[src/rtl/pilha_rpn.sv]
// Operand stack for the RPN ALU: a LIFO of PROFUNDIDADE words that accepts
// push, pop, replace-top and binary-reduce commands, one per clock. The top
// two entries are presented as ALU operands; depth, full/empty and a sticky
// error flag are reported alongside. All outputs come from registered state.
module pilha_rpn #(
    parameter int LARGURA      = 8,
    parameter int PROFUNDIDADE = 4,
    parameter int PW           = 3
) (
    input  logic               CLOCK,
    input  logic               RESET,
    input  logic [LARGURA-1:0] D,
    input  logic               PUSH,
    input  logic               POP,
    input  logic               BINOP,
    input  logic               LIMPA_ERRO,
    output logic [LARGURA-1:0] TOPO,
    output logic [LARGURA-1:0] SEGUNDO,
    output logic [PW-1:0]      PROF,
    output logic               VAZIA,
    output logic               CHEIA,
    output logic               ERRO
);

    localparam logic [PW-1:0] PROF_MAX = PW'(PROFUNDIDADE);
    localparam logic [PW-1:0] UM       = PW'(1);
    localparam logic [PW-1:0] DOIS     = PW'(2);

    typedef enum logic [2:0] {
        CMD_NADA,
        CMD_PUSH,
        CMD_POP,
        CMD_TROCA,
        CMD_BINOP,
        CMD_ILEGAL
    } cmd_t;

    // Entry 0 is the bottom of the stack; the top lives at index prof_q-1.
    logic [LARGURA-1:0] mem [PROFUNDIDADE];
    logic [PW-1:0]      prof_q;
    logic               erro_q;

    cmd_t               cmd;
    logic               falha;
    logic               escreve;
    logic [PW-1:0]      idx_esc;
    logic [PW-1:0]      prof_nxt;

    // Classify the command lines into a single operation.
    always_comb begin
        // NOTE: every signal gets a default before the case so no path leaves
        // it unassigned, which would otherwise infer a latch.
        cmd = CMD_ILEGAL;
        case ({BINOP, PUSH, POP})
            3'b000:  cmd = CMD_NADA;
            3'b010:  cmd = CMD_PUSH;
            3'b001:  cmd = CMD_POP;
            3'b011:  cmd = CMD_TROCA;
            3'b100:  cmd = CMD_BINOP;
            default: cmd = CMD_ILEGAL;
        endcase
    end

    // Decide the write slot, next depth and whether this cycle is an error.
    // An error leaves entries and depth untouched.
    always_comb begin
        falha    = 1'b0;
        escreve  = 1'b0;
        idx_esc  = '0;
        prof_nxt = prof_q;
        case (cmd)
            CMD_NADA: ;
            CMD_PUSH: begin
                if (prof_q < PROF_MAX) begin
                    escreve  = 1'b1;
                    idx_esc  = prof_q;
                    prof_nxt = prof_q + UM;
                end else begin
                    falha = 1'b1;
                end
            end
            CMD_POP: begin
                if (prof_q >= UM) prof_nxt = prof_q - UM;
                else              falha    = 1'b1;
            end
            CMD_TROCA: begin
                if (prof_q >= UM) begin
                    escreve = 1'b1;
                    idx_esc = prof_q - UM;
                end else begin
                    falha = 1'b1;
                end
            end
            CMD_BINOP: begin
                // The ALU result replaces the old second entry, which becomes
                // the new top once depth drops by one.
                if (prof_q >= DOIS) begin
                    escreve  = 1'b1;
                    idx_esc  = prof_q - DOIS;
                    prof_nxt = prof_q - UM;
                end else begin
                    falha = 1'b1;
                end
            end
            default: falha = 1'b1;
        endcase
    end

    // State update: entries, depth and the sticky error flag.
    always_ff @(posedge CLOCK) begin
        if (RESET) begin
            prof_q <= '0;
            erro_q <= 1'b0;
            // NOTE: the entries are cleared on reset because the stack must come
            // up all-zero; popped slots are masked on the outputs anyway.
            for (int i = 0; i < PROFUNDIDADE; i++) mem[i] <= '0;
        end else begin
            // NOTE: non-blocking assignments so every register updates from
            // the pre-edge values regardless of statement order.
            prof_q <= prof_nxt;
            if (escreve) begin
                for (int i = 0; i < PROFUNDIDADE; i++) begin
                    if (PW'(i) == idx_esc) mem[i] <= D;
                end
            end
            // A new error wins over a simultaneous clear request.
            erro_q <= falha | (erro_q & ~LIMPA_ERRO);
        end
    end

    // Present the top two entries, forced to zero when not present.
    always_comb begin
        TOPO    = '0;
        SEGUNDO = '0;
        for (int i = 0; i < PROFUNDIDADE; i++) begin
            if (prof_q >= UM   && PW'(i) == prof_q - UM)   TOPO    = mem[i];
            if (prof_q >= DOIS && PW'(i) == prof_q - DOIS) SEGUNDO = mem[i];
        end
    end

    assign PROF  = prof_q;
    assign VAZIA = (prof_q == '0);
    assign CHEIA = (prof_q == PROF_MAX);
    assign ERRO  = erro_q;

endmodule

[config.mk]
export PLATFORM = sky130hd
export DESIGN_NAME = pilha_rpn
export DESIGN_NICKNAME = d
export VERILOG_FILES = /design/src/rtl/pilha_rpn.sv
export SDC_FILE = /design/constraint.sdc
export NUM_CORES = 1
export LEC_CHECK = 0
export BUFFER_PORTS_ARGS = -buffer_cell sky130_fd_sc_hd__buf_2
export CAP_MARGIN = 40
export CORE_MARGIN = 1.5
export CORE_UTILIZATION = 25
export CTS_CLUSTER_DIAMETER = 30
export DETAILED_ROUTE_END_ITERATION = 16
export GPL_ROUTABILITY_DRIVEN = 0
export PLACE_DENSITY = 0.47
export SYNTH_ARGS = -nofsm -noshare
export SYNTH_HDL_FRONTEND = slang
export SYNTH_SLANG_ARGS = --single-unit
[constraint.sdc]
create_clock -name CLOCK -period 4.2 [get_ports CLOCK]
set_clock_uncertainty 0.05 [all_clocks]
set_input_delay 0.21 -clock CLOCK [delete_from_list [all_inputs] [get_ports CLOCK]]
set_output_delay 0.21 -clock CLOCK [all_outputs]
set_load 0.02 [all_outputs]
==> run_results.csv <==
group,metric,value,unit
min_path,holdPathStages,3,
detailed_routing,wl_per_cell,15.3,um
timing,slew_headroom,39.4,%
clocking,cts_buffers,5,
timing,rsz0062_at_grt,"false",
worst_setup_path,r2r_cells,8,
pwr,power.total,925,uW
synthesis,yosys.area.top_type,"edfxtp_1",
min_path,holdPathEnd,"ERRO$_SDFF_PP0_",
worst_setup_path,critical-path-max-stage-delay,590,ps
worst_setup_path,crit_path_end_kind,"output port",
finish,layout.cells.non_filler,394,
job,max_cap_violations,0,
synthesis,synthCells,237,
timing,finalSetupViolCount,0,
global_routing,antenna_found_initial,0,
timing,period_share,69.5,%
synthesis,yosysTopAreaCellShare,39.2,%
min_path,min_from,"LIMPA_ERRO",
synthesis,yosysMostFrequentCell,"and3_1",
worst_setup_path,worst_path_max_delay_cell,"dfxtp_1",
synthesis,syn_area,2450,um2
die,core,9370,um2
detailed_routing,vias_per_cell,4.67,
synthesis,synth.area.top_cells,"edfxtp_1 (39%), and3_1 (8.4%), ha_1 (5.1%)",
clocking,cts.repair.resized,0,
pwr,peakVddDrop,125,uV
die,dieWidth,102,um
finish,nets,288,
detailed_routing,drtAntennaViolNets,0,
clocking,clock_path_buffers,2,
placement,portBuffers,35,
synthesis,synthDistinctLibCells,51,
detailed_routing,firstDrtPassIters,4,
timing,maxSlewViolCount,0,
worst_setup_path,path_cells,"inv_1, ha_1, ha_1, a211oi_2, a22o_1, buf_2",
clocking,cts_hold_buf,0,
worst_setup_path,r2r-end,"mem[0][6]$_SDFFCE_PN0P_",
pwr,leakage,0.00117,uW
pwr,cellPowerDensity,333,nW/um2
synthesis,synth_nets,261,
clocking,htreeDepth,2,
timing,finalWorstSetupSlack,1280,ps
finish,diodes,0,
worst_setup_path,cp_num_cells,6,
synthesis,synth_seq_cells,36,
die,rows,35,
worst_setup_path,rrSetupSlack,1340,ps
die,ios,36,
placement,hpwl,4600,um
synthesis,synth_ff_type,"edfxtp_1",
die,die_y,102,um
worst_setup_path,cp_max_fo,13,
run_status,status,"completed",
timing,worstMarginPinSlew,907,ps
synthesis,ys_warn_count,0,
clocking,postCtsSetupBuffers,0,
synthesis,avgSynthCellArea,10.4,um2
global_routing,grt_max_degree,33,
die,die_area,10400,um2
worst_setup_path,crit_arrival,2660,ps
global_routing,grtUsageTotal,12.2,%
worst_setup_path,crit_type,"flop to output port",
global_routing,grt_pass1_vias,1683,
clocking,worstSkewPairLatency,280,ps
synthesis,synth-edff-count,32,
synthesis,ys_async_sr_fraction,0,%
worst_setup_path,crit_required,3940,ps
worst_setup_path,r2r-start,"PROF[1]$_SDFFE_PP0P_",
detailed_routing,drt_iter0_drc,116,
timing,fin_hold_ws,180,ps
placement,dp_cells,386,
worst_setup_path,startpoint,"PROF[0]$_SDFFE_PP0P_",
global_routing,grt-ovfl-total,0,
worst_setup_path,crit_family,"compound AO/OA/AOI/OAI gates",
detailed_routing,route.vias.total,1839,
finish,nFillCells,1001,
detailed_routing,drt_wl_total,6020,um
worst_setup_path,crit_top_cell,"ha_1",
clocking,clock_sinks,36,
finish,areaGrowthSynthToFinish,13.4,%
clocking,cts_tree,"built",
min_path,hp-class,"input pin to flop",
timing,max_freq,343,MHz
timing,finalSetupTns,0,ps
synthesis,ys_seq_area_share,42.4,%
timing,fin_crit,2920,ps
synthesis,synth.top_cells.by_count,"and3_1 (33), edfxtp_1 (32), nor2_1 (14), nor2b_1 (14), nand2_1 (12)",
placement,pre_cts_ws,1320,ps
die,start_util,26.2,%
worst_setup_path,crit_buf_inv,2,
worst_setup_path,cp-start-kind,"flop",
global_routing,grt_pass1_wl,9590,um
detailed_routing,remaining_drc_errors,0,
timing,hold_viol,0,
clocking,cts_root_buf,"clkbuf_8",
finish,drive_above_1_share,22.3,%
clocking,clk_pin_slew,80,ps
-- per-stage QoR --
step	util, %	cell area, um2
after floorplan	-	2450
after global placement	28.7	2690
after detailed placement	28.7	2690
after CTS	29.7	2780
after global routing	29.7	2780
final	29.7	2780
-- layout make-up --
cell class | count | area [um2] | area share, %
Timing Repair Buffer | 38 | 198 | 7.10
Multi-Input combinational cell | 179 | 1270 | 45.8
Inverter | 4 | 15.0 | 0.540
Clock inverter | 3 | 23.8 | 0.854
Tap cell | 129 | 161 | 5.80
Sequential cell | 36 | 1040 | 37.4
Clock buffer | 5 | 68.8 | 2.47
-- how the worst max path moves through the flow --
stage	end	slack (ps)
2_1_floorplan	mem[0][0]$_SDFFCE_PN0P_	1550
3_3_place_gp	mem[1][7]$_SDFFCE_PN0P_	1350
3_5_place_dp	mem[0][5]$_SDFFCE_PN0P_	1320
4_1_cts	TOPO[0]	1240
5_1_grt	TOPO[0]	1020
6_report	TOPO[0]	1280
-- placed cells by master (no fill, tap or decap), types with 3 or more instances in the layout --
master     n
clkbuf_8   5
and2_1     3
nand2b_1   3
nor2_1    14
buf_2     35
inv_1      4
nor3_1     7
dfxtp_1    4
and3_1    33
edfxtp_1  32
a21oi_1   10
nor2b_1   14
o21ai_0   10
a221oi_1   7
a21o_1     5
nand2_1   12
a22o_1     9
a22oi_1    7
buf_4      3
ha_1      10
-- cells by family (layout without fill, tap and decap cells) --
kind of cell | after synthesis | in the layout | share of synthesized area, %
AO/OA/AOI/OAI | 67 | 67 | 22.2
AND/OR/NAND/NOR | 97 | 97 | 22.6
multiplexers | 3 | 3 | 1.27
flip-flops | 36 | 36 | 42.4
XOR/XNOR | 2 | 2 | 0.714
adder cells (fa/ha/maj) | 10 | 10 | 5.10
buffers and inverters | 22 | 50 | 5.61
-- power by group --
part | total (uW) | leakage, uW | internal (uW) | switching, uW
Clock | 247 | 0.0000404 | 117 | 130
Sequential | 431 | 0.000364 | 411 | 20.5
Combinational | 247 | 0.000769 | 92.6 | 154
Total | 925 | 0.00117 | 621 | 305
-- worst reg2reg max path, cell delays in order (launching register included) --
cell and delay [ps]:
dfxtp_1 460, inv_1 200, ha_1 220, buf_4 190
nor2b_1 160, o2111a_1 270, a221oi_4 260, and3_1 370
a21o_1 350
-- layer usage --
layer	vias to the layer above	part of all wire, %	global-route usage, %
met5	-	0	0
met4	0	0.78	3.90
met3	2	5.0	2.33
met2	47	42	17.2
met1	837	52	18.5
li1	953	-	-
-- flip-flops by register name (all words and copies together), names as in the netlist --
| name | flops |
|---|---|
| ERRO | 1 |
| PROF | 3 |
| mem | 32 |
(Power assumes the default switching activity.)
